## src/rtl/div_pkg.sv

```systemverilog
// Shared types and constants for the sequential radix-2 divider.
package div_pkg;

    localparam int DEF_WIDTH = 16;
    localparam int DEF_CNTW  = 5;

    typedef enum logic [1:0] {
        IDLE,
        CALC,
        FIX,
        DONE
    } div_state_e;

    // Quotient returned for a zero divisor.
    localparam logic [DEF_WIDTH-1:0] DIV0_QUOT = '1;

endpackage

```

## src/rtl/div_step.sv

```systemverilog
// One combinational restoring-division step: shift in a dividend bit, trial-subtract the divisor.
module div_step #(
    parameter int WIDTH = 16
) (
    input  logic [WIDTH-1:0] prem_i,
    input  logic             dbit_i,
    input  logic [WIDTH-1:0] divisor_i,
    output logic [WIDTH-1:0] prem_o,
    output logic             qbit_o
);

    logic [WIDTH:0]   shifted;
    logic [WIDTH+1:0] trial;

    assign shifted = {prem_i, dbit_i};
    // Two guard bits so the borrow is unambiguous even when the shifted remainder exceeds 2^WIDTH.
    assign trial   = {1'b0, shifted} - {2'b00, divisor_i};
    assign qbit_o  = ~trial[WIDTH+1];
    assign prem_o  = qbit_o ? trial[WIDTH-1:0] : shifted[WIDTH-1:0];

endmodule

```

## src/rtl/seq_divider.sv

```systemverilog
// Multi-cycle signed/unsigned restoring divider, one quotient bit per cycle, with stall and rdy.
module seq_divider
    import div_pkg::*;
#(
    parameter int WIDTH = DEF_WIDTH,
    parameter int CNTW  = DEF_CNTW
) (
    input  logic             clk_i,
    input  logic             rst_ni,
    input  logic             start_i,
    input  logic             mode_i,
    input  logic [WIDTH-1:0] num1_i,
    input  logic [WIDTH-1:0] num2_i,
    output logic [WIDTH-1:0] result_o,
    output logic [WIDTH-1:0] remainder_o,
    output logic             rdy_o,
    output logic             work_o,
    output logic             dbz_o
);

    div_state_e       state_q;
    logic [CNTW-1:0]  cnt_q;
    logic [WIDTH-1:0] dvd_q, dvs_q, prem_q;
    logic             qneg_q, rneg_q, div0_q;
    logic [WIDTH-1:0] result_q, remainder_q;
    logic             rdy_q, work_q, dbz_q;

    logic [WIDTH-1:0] prem_d;
    logic             qbit_d;

    function automatic logic [WIDTH-1:0] mag(input logic [WIDTH-1:0] x, input logic sgn);
        return (sgn && x[WIDTH-1]) ? (~x + 1'b1) : x;
    endfunction

    div_step #(.WIDTH(WIDTH)) u_step (
        .prem_i    (prem_q),
        .dbit_i    (dvd_q[WIDTH-1]),
        .divisor_i (dvs_q),
        .prem_o    (prem_d),
        .qbit_o    (qbit_d)
    );

    always_ff @(posedge clk_i) begin
        if (!rst_ni) begin
            state_q     <= IDLE;
            cnt_q       <= '0;
            dvd_q       <= '0;
            dvs_q       <= '0;
            prem_q      <= '0;
            qneg_q      <= 1'b0;
            rneg_q      <= 1'b0;
            div0_q      <= 1'b0;
            result_q    <= '0;
            remainder_q <= '0;
            rdy_q       <= 1'b0;
            work_q      <= 1'b0;
            dbz_q       <= 1'b0;
        end else begin
            rdy_q <= 1'b0;
            unique case (state_q)
                IDLE: begin
                    if (start_i) begin
                        div0_q  <= (num2_i == '0);
                        // A zero divisor keeps the raw dividend so it can be returned unmodified.
                        dvd_q   <= (num2_i == '0) ? num1_i : mag(num1_i, mode_i);
                        dvs_q   <= mag(num2_i, mode_i);
                        qneg_q  <= mode_i & (num1_i[WIDTH-1] ^ num2_i[WIDTH-1]);
                        rneg_q  <= mode_i & num1_i[WIDTH-1];
                        prem_q  <= '0;
                        cnt_q   <= '0;
                        work_q  <= 1'b1;
                        state_q <= (num2_i == '0) ? FIX : CALC;
                    end
                end
                CALC: begin
                    prem_q <= prem_d;
                    dvd_q  <= {dvd_q[WIDTH-2:0], qbit_d};
                    cnt_q  <= cnt_q + CNTW'(1);
                    if (cnt_q == CNTW'(WIDTH-1)) state_q <= FIX;
                end
                FIX: begin
                    if (div0_q) begin
                        result_q    <= WIDTH'($signed(DIV0_QUOT));
                        remainder_q <= dvd_q;
                        dbz_q       <= 1'b1;
                    end else begin
                        result_q    <= qneg_q ? -dvd_q : dvd_q;
                        remainder_q <= rneg_q ? -prem_q : prem_q;
                        dbz_q       <= 1'b0;
                    end
                    work_q  <= 1'b0;
                    state_q <= DONE;
                end
                DONE: begin
                    rdy_q   <= 1'b1;
                    state_q <= IDLE;
                end
                default: state_q <= IDLE;
            endcase
        end
    end

    assign result_o    = result_q;
    assign remainder_o = remainder_q;
    assign rdy_o       = rdy_q;
    assign work_o      = work_q;
    assign dbz_o       = dbz_q;

endmodule

```

## config.mk

```make
export PLATFORM = sky130hd
export DESIGN_NAME = seq_divider
export DESIGN_NICKNAME = d
export VERILOG_FILES = /design/src/rtl/div_pkg.sv /design/src/rtl/div_step.sv /design/src/rtl/seq_divider.sv
export SDC_FILE = /design/constraint.sdc
export NUM_CORES = 1
export LEC_CHECK = 0
export BUFFER_PORTS_ARGS = -buffer_cell sky130_fd_sc_hd__buf_2
export CAP_MARGIN = 0
export CORE_MARGIN = 4
export CORE_UTILIZATION = 63
export DETAILED_ROUTE_END_ITERATION = 6
export GPL_ROUTABILITY_DRIVEN = 0
export PLACE_DENSITY = 0.95
export SETUP_SLACK_MARGIN = 0.05
export SLEW_MARGIN = 20
export SYNTH_ARGS = -nofsm -noshare
export SYNTH_HDL_FRONTEND = slang
export SYNTH_SLANG_ARGS = --single-unit
```

## constraint.sdc

```tcl
create_clock -name clk_i -period 5.2 [get_ports clk_i]
set_input_delay 0.26 -clock clk_i [delete_from_list [all_inputs] [get_ports clk_i]]
set_output_delay 0.26 -clock clk_i [all_outputs]
set_load 0.01 [all_outputs]
```

; ---- Yosys cells after proc, flatten, opt, wreduce, memory -nomap -nowiden
; Index checks and enable logic that the tools add are counted.
[classes]
add_sub_neg = 6
eq_ne = 6
n_mux = 22
n_bitwise = 6
reduce_logical = 10
[op_table]
columns = cell, count
row1 = $mux 16, 10
row2 = $pmux 16 s2, 2
row3 = $add 16x1->16 const B, 2
row4 = $neg 16->16, 2
row5 = $not 16->16, 2
row6 = $sub 17x16->18, 1
row7 = $logic_not 16->1, 1
row8 = $pmux 5 s2, 1
row9 = $pmux 2 s4, 1
row10 = $reduce_and 2->1, 4
row11 = $mux 2, 3
row12 = $add 5x1->5 const B, 1
row13 = $eq 5x4->1 const B, 1
row14 = $mux 5, 1
row15 = $eq 2x2->1 const B, 2
row16 = $ne 2x2->1 const B, 2
row17 = $reduce_bool 2->1, 2
row18 = $mux 1, 3
row19 = $and 1x1->1, 2
row20 = $eq 2x1->1 const B, 1
row21 = $logic_and 1x1->1, 2
row22 = $logic_not 2->1, 1
row23 = $pmux 1 s2, 1
row24 = $not 1->1, 1
row25 = $xor 1x1->1, 1
[totals]
ff_bits = 93
input_bits = 36
output_inout_bits = 35
elab_cells = 63

; ---- Depth between registers and ports, before layout
; Gate-level depths: netlist (run 1).
[depth]
depth_word = 6
depth_mapped = 10
mapped_depth_nobuf = 9

; ---- Modules after synthesis
; From an unflattened synthesis (run 1), not the netlist that was laid out.
[hier_totals]
hier_cells = 774
area_unflattened_um2 = 6105.9
[modules_own_cells]
columns = module, instances, cells_each, area_per_inst_um2, seq_area_each_um2
row1 = seq_divider, 1, 610, 4982.3, 1861.8
row2 = div_step, 1, 164, 1123.6, 0.0

; ---- Worst setup path after synthesis (run 1)
; Ideal clock, no wire load.
[synth_path]
path_kind = flip-flop to flip-flop
startpoint = register prem_q[11]
endpoint = register prem_q[0]
setup_time_ps = 117
t_arrival_ps = 2196
t_required_ps = 5083
path_slack_ps = 2887
path_stages_with_launch = 10
n_path_buf = 2
period_less_slack_ps = 2313
path_cell_list = dfxtp_1 > ha_1 > clkbuf_1 > a21oi_1 > o21a_1 > o21a_1 > and2_1 > clkbuf_1 > o21ai_0 > a22o_1
[synth_between]
elab_chain_cells = 3
[synth_rtl]
columns = element, line_no
row1 = from (decl), seq_divider.sv:23  ; logic [WIDTH-1:0] dvd_q, dvs_q, prem_q;
row2 = from (signal assigned), seq_divider.sv:76  ; prem_q <= prem_d;
row3 = $sub 17x16->18, div_step.sv:17  ; assign trial = {1'b0, shifted} - {2'b00, divisor_i};
row4 = $mux 16, div_step.sv:19  ; assign prem_o = qbit_o ? trial[WIDTH-1:0] : shifted[WIDTH-1:0];
row5 = $pmux 16 s2, seq_divider.sv:60  ; unique case (state_q)
; No other way between the ends.
; A chain may end at the register's enable or synchronous reset.

; ---- Final worst setup path (run 1)
[layout_path]
startpoint = register prem_q[13]
endpoint = register dvd_q[0]
[layout_between]
elab_chain_cells = 3
[layout_rtl]
columns = element, line_no
row1 = $sub 17x16->18, div_step.sv:17
row2 = $not 1->1, div_step.sv:18  ; assign qbit_o = ~trial[WIDTH+1];
row3 = $pmux 16 s2, seq_divider.sv:60
row4 = to (signal assigned), seq_divider.sv:65  ; dvd_q <= (num2_i == '0) ? num1_i : mag(num1_i, mode_i);
row5 = to (signal assigned), seq_divider.sv:77  ; dvd_q <= {dvd_q[WIDTH-2:0], qbit_d};
row6 = to (decl), seq_divider.sv:23
; No other way between the ends.

==> results.ini, run 1 <==
[layout]
nets = 819
diodes = 0
n_fill_cell = 661
area_growth_syn_to_layout_pct = 9.67
design_area_mm2 = 0.00628
drive_above_1_share = 0.128
stdcell_count = 868
fin_util = 0.714

[worst_setup_path]
cpLargestDelayFamily = compound AO/OA/AOI/OAI gates
path_class = flip-flop to flip-flop
cp-end-kind = flip-flop
arrival_ns = 3.15
path_cells = ha_1 -> a21o_1 -> a211oi_1 -> o21a_1 -> nand2_1 -> a222oi_1 -> nor2_1
r2r.worst_path.cells = 7
worstPathRequired_ns = 5.44
r2r_start = prem_q[13]
slowest_delay_ns = 0.54
crit_slowest_cell = a211oi_1
path_buf_inv = 0
r2r_end = dvd_q[0]
critPathLaunchType = flip-flop
worstPathMaxFanout = 8
r2r_setup_slack_ns = 2.29

[sta]
min_period_ns = 2.91
hold_slack_ns = 0.189
slew_headroom = 0.361
setup_viol_count_final = 0
rsz0062_at_grt = false
finalSetupTns_ns = 0
hold_violations = 0
fmax_ghz = 0.343
layout_setup_ws_ns = 2.29
tightest_slew_ns = 0.950
maxSlewViolCount = 0
skew_ns = 0.00893
fin_crit_sh = 0.560

[power]
leakagePower_nw = 2.52
p_per_area_mw_per_mm2 = 463
p_total_mw = 2.91
peakVddDrop_mv = 0.365

[synth]
synth_adder_area_share = 0.0603
synthCells = 715
synth_nets = 778
yosysSeqAreaShare = 0.325
synth_top_family_by_area = compound AO/OA/AOI/OAI gates
synthSimpleGateAreaFrac = 0.156
synth_warnings = 0
syn_area_mm2 = 0.00573
synth_compound_area_frac = 0.275
synth_cell_types = 57
synth_seq_cells = 93
synth.area.mux_share = 0.0334
ys_async_sr_fraction = 0
avgSynthCellArea_um2 = 8.01
yosys.area_share.xor_xnor = 0.0978
synth_enable_flop_cells = 0
synth_ff_type = dfxtp_1

[cts]
tritoncts = built
cts_root_buffer = clkbuf_8
clock_path_buffers = 2
clk_latency_ns = 0.37
cts-htree-levels = 3
ctsHoldBuffers = 0
clk_pin_slew_ns = 0.09
numClockSinks = 93
post-cts-setup-buffer-count = 0
tritoncts.num_buffers = 9
cts.repair.resized = 0

[global_route]
grt.overflow.total = 0
grt_util_all_layers = 0.300
grt_pass1_wl_um = 25400
grt_pass1_vias = 5360
grt_start_max_net_pins = 58
antenna_found_initial = 0

[floorplanning]
die_area_mm2 = 0.0107
io_pins = 71
fp.dieW_um = 103
core_mm2 = 0.00881
core.rowCount = 34
die_h_um = 103
start_util = 0.651

[hold_path]
hold_class = primary input to flip-flop
min_from = num1_i[15]
hold_depth = 3
min_to = rneg_q

[route]
first_iter_violations = 577
routedWlPerCell_um = 18.1
routed_wl_um = 15700
vias = 5792
drtPass1Iterations = 7
drc = 0
routed_via_density = 6.67
antenna_left = 0

[placement]
hpwl_um = 11400
dpl.cell_count = 853
dp_slack_ns = 2.53
place_area_mm2 = 0.00608
io_buffers = 70

[flow_run]
maxCapViolations = 0

[run_status]
outcome = finished clean

-- layer usage --
layer  track usage  wire length, um  up-vias
li1              -                -     2689
met1         0.389             6140     2651
met2         0.484             7340      373
met3        0.0416             1490       79
met4         0.157              704        0
met5             0                0        -
-- synthesized netlist by cell type (8+ instances only) --
library cell	number	area, um2
nand2b_1	9	56.3
inv_1	35	131
o31ai_1	12	90.1
o22ai_1	15	93.8
xor2_1	34	298
mux2i_1	18	180
nor2_1	53	199
clkbuf_1	37	139
o21ai_0	65	325
ha_1	26	325
a311oi_1	10	87.6
a21oi_1	51	255
xnor2_1	30	263
nand3_1	10	50.1
nand2_1	65	244
a211oi_1	17	128
dfxtp_1	93	1860
o211ai_1	8	60.1
a22oi_1	20	150
-- flip-flops by register name, indices dropped and copies added, names as in the netlist --
name / flops
dvd_q: 16
dvs_q: 16
prem_q: 16
remainder_o: 16
result_o: 16
cnt_q: 5
state_q: 2
dbz_o: 1
div0_q: 1
qneg_q: 1
rdy_o: 1
rneg_q: 1
work_o: 1
-- logic make-up (layout without fill, tap and decap cells) --
kind of cell	Yosys count	count (layout)
buffers and inverters	79	124
adder cells (fa/ha/maj)	27	27
AND/OR/NAND/NOR	189	189
multiplexers	19	19
AO/OA/AOI/OAI	244	244
XOR/XNOR	64	64
flip-flops	93	93
-- cells in the final DEF, fill, tap and decap left out, drive strengths merged, types with 7 or more instances in the layout --
| master | n |
|---|---|
| a211oi | 17 |
| a21oi | 51 |
| a22oi | 20 |
| a311oi | 10 |
| a31oi | 7 |
| and2 | 7 |
| buf | 73 |
| clkbuf | 11 |
| dfxtp | 93 |
| ha | 26 |
| inv | 37 |
| mux2i | 18 |
| nand2 | 65 |
| nand2b | 9 |
| nand3 | 10 |
| nor2 | 53 |
| nor3 | 7 |
| o211ai | 8 |
| o21ai | 65 |
| o22ai | 15 |
| o31ai | 12 |
| o41ai | 7 |
| or4 | 7 |
| xnor2 | 30 |
| xor2 | 34 |
-- layout make-up --
cell class | count | area [um2] | area share
multi-input cells | 543 | 3570 | 0.568
well taps | 108 | 135 | 0.0215
clock buffers | 11 | 151 | 0.0241
clock inverters | 4 | 55.1 | 0.00876
repair buffers | 73 | 373 | 0.0593
inverters | 36 | 135 | 0.0215
flip-flops and latches | 93 | 1860 | 0.296
-- report_power, final --
| part | switching, mW | leakage, nW | internal, mW | total (mW) |
|---|---|---|---|---|
| registers | 0.174 | 0.758 | 0.876 | 1.05 |
| clock network | 0.263 | 0.108 | 0.250 | 0.513 |
| logic | 0.828 | 1.65 | 0.517 | 1.35 |
-- worst max-delay path by stage --
stage	from	to	slack, ns	cells past startpoint
after floorplan	prem_q[11]	prem_q[0]	2.89	9
after CTS	prem_q[13]	dvd_q[0]	2.42	7
final	prem_q[13]	dvd_q[0]	2.29	7
after global placement	prem_q[13]	dvd_q[0]	2.71	7
after global routing	prem_q[13]	dvd_q[0]	2.15	7
after detailed placement	prem_q[13]	dvd_q[0]	2.53	7
-- worst reg2reg max path: stages, from the launching register on --
cell	delay, ns
dfxtp_1	0.50
ha_1	0.34
a21o_1	0.25
a211oi_1	0.54
o21a_1	0.34
nand2_1	0.32
a222oi_1	0.45
nor2_1	0.06
(Power assumes the default switching activity.)
==> inputs of run 2 (changes only) <==
--- a/config.mk
+++ b/config.mk
@@ -8,10 +8,10 @@
 export BUFFER_PORTS_ARGS = -buffer_cell sky130_fd_sc_hd__buf_2
 export CAP_MARGIN = 0
 export CORE_MARGIN = 4
-export CORE_UTILIZATION = 63
+export CORE_UTILIZATION = 53
 export DETAILED_ROUTE_END_ITERATION = 6
 export GPL_ROUTABILITY_DRIVEN = 0
-export PLACE_DENSITY = 0.95
+export PLACE_DENSITY = 0.88
 export SETUP_SLACK_MARGIN = 0.05
 export SLEW_MARGIN = 20
 export SYNTH_ARGS = -nofsm -noshare
==> constraint.sdc (replaced) <==
create_clock -name clk_i -period 2.6 [get_ports clk_i]
set_input_delay 0.13 -clock clk_i [delete_from_list [all_inputs] [get_ports clk_i]]
set_output_delay 0.13 -clock clk_i [all_outputs]
set_load 0.01 [all_outputs]
==> run 2 against run 1 <==
Final area grew 3.7%. Fmax grew 19%. Register-to-register slack got worse by 2.1 ns. Sequential share of layout area shrank 1.1 points. Setup slack worse by 2.1 ns. Cell count grew 6.5%. Flip-flop and latch count stayed put. Critical path type unchanged. Critical endpoint is now prem_q[11]. Largest cell class unchanged.
==> results.ini, run 2 (synthesis results as in run 1) <==
[run_status]
outcome = finished clean

[layout]
design_area_mm2 = 0.00652  ; +3.7%
final_common_cell = dfxtp_1
nets = 846  ; +3.3%
drive_above_1_share = 0.157  ; +0.0297
final_cell_mix = 93 x dfxtp_1, 70 x buf_2, 65 x nand2_1
diodes = 0  ; unchanged
stdcell_count = 924  ; +6.5%
n_fill_cell = 902  ; +36%
area_growth_syn_to_layout_pct = 13.8

[cts]
clk_pin_slew_ns = 0.10  ; about the same
tritoncts = built
ctsHoldBuffers = 0  ; unchanged
clk_latency_ns = 0.37  ; about the same
cts_root_buffer = clkbuf_8
numClockSinks = 93  ; unchanged
tritoncts.num_buffers = 9  ; unchanged
clock_path_buffers = 2  ; unchanged
cts-htree-levels = 3  ; unchanged

[placement]
hpwl_um = 11400  ; +0.28%
io_buffers = 70  ; unchanged
place_area_mm2 = 0.00631  ; +3.9%
dpl.cell_count = 908  ; +6.4%
dp_slack_ns = 0.0794  ; -2.45 ns

[hold_path]
hold_class = primary input to flip-flop

[worst_setup_path]
critPathLaunchType = flip-flop
worstPathRequired_ns = 2.90  ; -2.54 ns
path_class = flip-flop to flip-flop
worstPathMaxFanout = 5  ; -3
r2r_setup_slack_ns = 0.16  ; -2.13 ns
cp-end-kind = flip-flop
arrival_ns = 2.74  ; -0.41 ns

[route]
antenna_left = 0  ; unchanged
first_iter_violations = 681  ; +18%
routedWlPerCell_um = 16.5  ; -8.5%
routed_via_density = 6.19  ; -7.3%
routed_wl_um = 15300  ; -2.5%
drc = 0  ; unchanged
drtPass1Iterations = 6  ; -1
vias = 5717  ; -1.3%

[sta]
layout_setup_ws_ns = 0.157  ; -2.13 ns
tightest_slew_ns = 0.710  ; -0.239 ns
fmax_ghz = 0.409  ; +19%
maxSlewViolCount = 0  ; unchanged
slew_headroom = 0.527  ; +0.165
fin_crit_sh = 0.939  ; +0.379
hold_violations = 0  ; unchanged
setup_viol_count_final = 0  ; unchanged
finalSetupTns_ns = 0  ; unchanged
min_period_ns = 2.44  ; -0.469 ns
skew_ns = 0.0123  ; +0.00338 ns
rsz0062_at_grt = false

[global_route]
grt_start_max_net_pins = 57  ; -1.7%
grt_util_met2 = 0.377  ; -0.107
antenna_found_initial = 0  ; unchanged
grt.busiest_layer = met2
use_met1 = 0.338  ; -0.0518
grt_pass1_vias = 5108  ; -4.7%
grt_util_all_layers = 0.239  ; -0.0610
grt.met3_usage = 0.0397  ; -0.00191
grt_pass1_wl_um = 25000  ; -1.7%
grt.overflow.total = 0  ; unchanged

[floorplanning]
core.rowCount = 37  ; +8.8%
die_h_um = 112  ; +8.3%
start_util = 0.550  ; -0.101
io_pins = 71  ; unchanged
core_mm2 = 0.0104  ; +18%
die_area_mm2 = 0.0125  ; +17%
fp.dieW_um = 112  ; +8.3%

[flow_run]
maxCapViolations = 0  ; unchanged

[power]
p_per_area_mw_per_mm2 = 902  ; +95%
p_total_mw = 5.88  ; +100%
peakVddDrop_mv = 0.789  ; +120%
leakagePower_nw = 2.64  ; +4.9%

## run 2: changes by cell type in the layout (fill, tap and decap cells not counted), moves of 2 or more
cell / change
clkinvlp_4: +2
o21ai_1: +2
inv_6: +2
o21ai_0: -2
clkbuf_8: -2
buf_4: +27
## run 2: area by class of cell
type	instances	area, um2	share of cell area
Inverter	36	135	0.0207
Clock buffer	9	124	0.0190
Timing Repair Buffer	100	576	0.0883
Sequential cell	93	1860	0.286
Clock inverter	7	80.1	0.0123
Tap cell	136	170	0.0261
Multi-Input combinational cell	543	3570	0.548
## run 2: repair_timing
| action | in CTS | in global routing |
|---|---|---|
| resized for setup | 1 | 1 |
| setup buffers | 0 | 0 |
| endpoints found under the setup margin | 1 | 11 |
## run 2: path summary, 6_finish.rpt
kind / from / end / depth (start not counted)
max: dvd_q[15] / prem_q[11] / 8
min: num1_i[15] / rneg_q / 3
max reg2reg: dvd_q[15] / prem_q[11] / 8
min reg2reg: dbz_o / dbz_o / 2
## run 2: power breakdown
group | leakage (nW) | switching, mW | internal, mW
Clock | 0.0968 | 0.536 | 0.456
Sequential | 0.758 | 0.307 | 1.75
Combinational | 1.78 | 1.67 | 1.16
## run 2: stage by stage
step                      utilization  hold WS [ns]
after floorplan                     -         0.266
after global placement          0.606         0.437
after detailed placement        0.606         0.448
after CTS                       0.626        0.0590
after global routing            0.626        0.0608
final                           0.626        0.0628
## run 2: critical path, cell delays in order, from the launching register on
cell and delay (ns):
dfxtp_1 0.43, inv_1 0.10, ha_1 0.23, nand2b_1 0.22, a211oi_1 0.36, nor2_1 0.15, o21ai_1 0.35, mux2_2 0.38
o21ai_0 0.16
## run 2: routing by layer
layer,routed length (um),vias up,part of all wire
met1,6510,2613,0.43
met3,1510,30,0.099
met5,0,-,0
li1,-,2741,-
met4,276,0,0.018
met2,6980,333,0.46
==> inputs of run 3 (changes only) <==
--- a/config.mk
+++ b/config.mk
@@ -7,11 +7,14 @@
 export LEC_CHECK = 0
 export BUFFER_PORTS_ARGS = -buffer_cell sky130_fd_sc_hd__buf_2
 export CAP_MARGIN = 0
+export CELL_PAD_IN_SITES_DETAIL_PLACEMENT = 0
+export CELL_PAD_IN_SITES_GLOBAL_PLACEMENT = 1
 export CORE_MARGIN = 4
-export CORE_UTILIZATION = 53
+export CORE_UTILIZATION = 39
 export DETAILED_ROUTE_END_ITERATION = 6
 export GPL_ROUTABILITY_DRIVEN = 0
-export PLACE_DENSITY = 0.88
+export PLACE_DENSITY = 0.87
+export REMOVE_ABC_BUFFERS = 1
 export SETUP_SLACK_MARGIN = 0.05
 export SLEW_MARGIN = 20
 export SYNTH_ARGS = -nofsm -noshare
==> run 3 against run 2 <==
Register-to-register slack improved by 0.10 ns. Hold slack improved by 0.030 ns. Sequential share of layout area shrank 1.0 points. Fmax grew 4.3%. Clock skew is 0.0078 ns lower. Critical path type unchanged. Largest cell class unchanged.
==> results.ini, run 3 (synthesis results as in run 1) <==
[run_status]
outcome = finished clean

[sta]
rsz0062_at_grt = true
setup_viol_count_final = 0  ; unchanged
min_period_ns = 2.34  ; -0.101 ns
slew_headroom = 0.342  ; -0.185
fin_crit_sh = 0.901  ; -0.0389
hold_slack_ns = 0.0923  ; +0.0295 ns
skew_ns = 0.00451  ; -0.00779 ns
maxSlewViolCount = 0  ; unchanged
hold_violations = 0  ; unchanged
fmax_ghz = 0.427  ; +4.3%
tightest_slew_ns = 0.987  ; +0.277 ns

[floorplanning]
fp.dieW_um = 129  ; +15%
io_pins = 71  ; unchanged
die_area_mm2 = 0.0167  ; +33%
core_mm2 = 0.0145  ; +39%
start_util = 0.396  ; -0.154
core.rowCount = 44  ; +19%
die_h_um = 129  ; +15%

[worst_setup_path]
worstPathMaxFanout = 8  ; +3
arrival_ns = 2.56  ; -0.18 ns
critPathLaunchType = flip-flop
path_class = flip-flop to flip-flop
cp-end-kind = flip-flop
worstPathRequired_ns = 2.81  ; -0.09 ns

[layout]
diodes = 0  ; unchanged
drive_above_1_share = 0.169  ; +0.0114
design_area_mm2 = 0.00675  ; +3.6%
final_cell_mix = 93 x dfxtp_1, 70 x buf_2, 64 x nand2_1
final_common_cell = dfxtp_1
area_growth_syn_to_layout_pct = 17.9
nets = 859  ; +1.5%

[global_route]
grt.overflow.total = 0  ; unchanged
antenna_found_initial = 0  ; unchanged
grt_start_max_net_pins = 57  ; unchanged
grt_pass1_wl_um = 26400  ; +5.4%
grt_pass1_vias = 5294  ; +3.6%
grt_util_all_layers = 0.196  ; -0.0428

[power]
p_comb_frac = 0.464  ; -0.017
clock_power_share = 0.207  ; +0.038
peakVddDrop_mv = 0.364  ; -54%
leakagePower_nw = 2.74  ; +3.9%
p_per_area_mw_per_mm2 = 919  ; +1.9%
seqPwrFrac = 0.328  ; -0.022
p_int_mw = 3.68  ; +9.5%
p_switching_mw = 2.52  ; +0.42%
sw_frac_of_total = 0.407  ; -0.0211

[placement]
io_buffers = 70  ; unchanged
place_area_mm2 = 0.00647  ; +2.5%
hpwl_um = 12200  ; +6.7%

[cts]
tritoncts = built
clk_pin_slew_ns = 0.06  ; -0.04 ns
cts_root_buffer = clkbuf_16
post-cts-setup-buffer-count = 0  ; unchanged
cts-htree-levels = 3  ; unchanged
clock_path_buffers = 2  ; unchanged
tritoncts.num_buffers = 9  ; unchanged
clk_latency_ns = 0.35  ; -0.02 ns
numClockSinks = 93  ; unchanged

[route]
drtPass1Iterations = 5  ; -1
vias = 5496  ; -3.9%
drc = 0  ; unchanged
routed_via_density = 5.59  ; -9.7%
antenna_left = 0  ; unchanged
routed_wl_um = 16200  ; +5.9%
first_iter_violations = 436  ; -36%
routedWlPerCell_um = 16.5  ; -0.54%

[flow_run]
maxCapViolations = 0  ; unchanged

[hold_path]
hold_class = primary input to flip-flop

-- run 3: cell count changes in the layout (fill, tap and decap cells not counted), sizes merged --
cell,change
clkbuf,+4
inv,-3
buf,+13
clkinvlp,-2
-- run 3: timing repair --
item | CTS | global route
hold buffers | 0 | 0
gates resized for setup | 0 | 4
endpoints found under the setup margin | 0 | 7
-- run 3: worst paths after layout --
path	startpoint	to	slack (ns)	cells after the start
worst max-delay path	prem_q[9]	dvd_q[0]	0.26	7
worst min-delay path	num2_i[0]	dvs_q[0]	0.09	3
worst max register to register	prem_q[9]	dvd_q[0]	0.26	7
worst min register to register	dvs_q[15]	dvs_q[15]	0.47	2
-- run 3: routing by layer --
| metal | global-route usage | part of all wire | wire length, um | vias up |
|---|---|---|---|---|
| met3 | 0.0260 | 0.060 | 965 | 22 |
| li1 | - | - | - | 2775 |
| met5 | 0 | 0 | 0 | - |
| met1 | 0.267 | 0.47 | 7620 | 2528 |
| met2 | 0.317 | 0.45 | 7280 | 171 |
| met4 | 0.0741 | 0.020 | 325 | 0 |
-- run 3: power groups by stage --
stage | Sequential (mW) | Combinational [mW] | Clock (mW)
2_1_floorplan | 2.08 | 1.83 | 0
3_3_place_gp | 2.06 | 2.82 | 0
3_5_place_dp | 2.07 | 2.83 | 0
4_1_cts | 2.04 | 2.85 | 1.31
5_1_grt | 2.08 | 3.19 | 1.36
6_report | 2.04 | 2.88 | 1.29
-- run 3: critical path, cell delays in order, from the launching register on --
cell	delay, ns
dfxtp_1	0.44
ha_1	0.33
a21oi_1	0.30
o21a_1	0.23
o21a_1	0.28
nand2_2	0.21
a222oi_1	0.35
nor2_1	0.07
-- run 3: layout make-up --
type,instances,area [um2]
Fill cell,1473,7730
Clock inverter,2,35.0
Sequential cell,93,1860
Timing Repair Buffer,113,673
Clock buffer,13,240
Inverter,36,135
Multi-Input combinational cell,543,3580
Tap cell,184,230
-- run 3: through the flow --
| step | total power [mW] | cells | TNS [ns] | util | setup WS, ns |
|---|---|---|---|---|---|
| 6_report | 6.21 | 984 | 0 | 0.466 | 0.259 |
| 5_1_grt | 6.64 | 984 | 0 | 0.466 | 0.0365 |
| 2_1_floorplan | 3.90 | 672 | -0.564 | - | -0.311 |
| 3_3_place_gp | 4.88 | 969 | 0 | 0.447 | 0.257 |
| 4_1_cts | 6.20 | 984 | 0 | 0.466 | 0.160 |
| 3_5_place_dp | 4.90 | 969 | 0 | 0.447 | 0.168 |
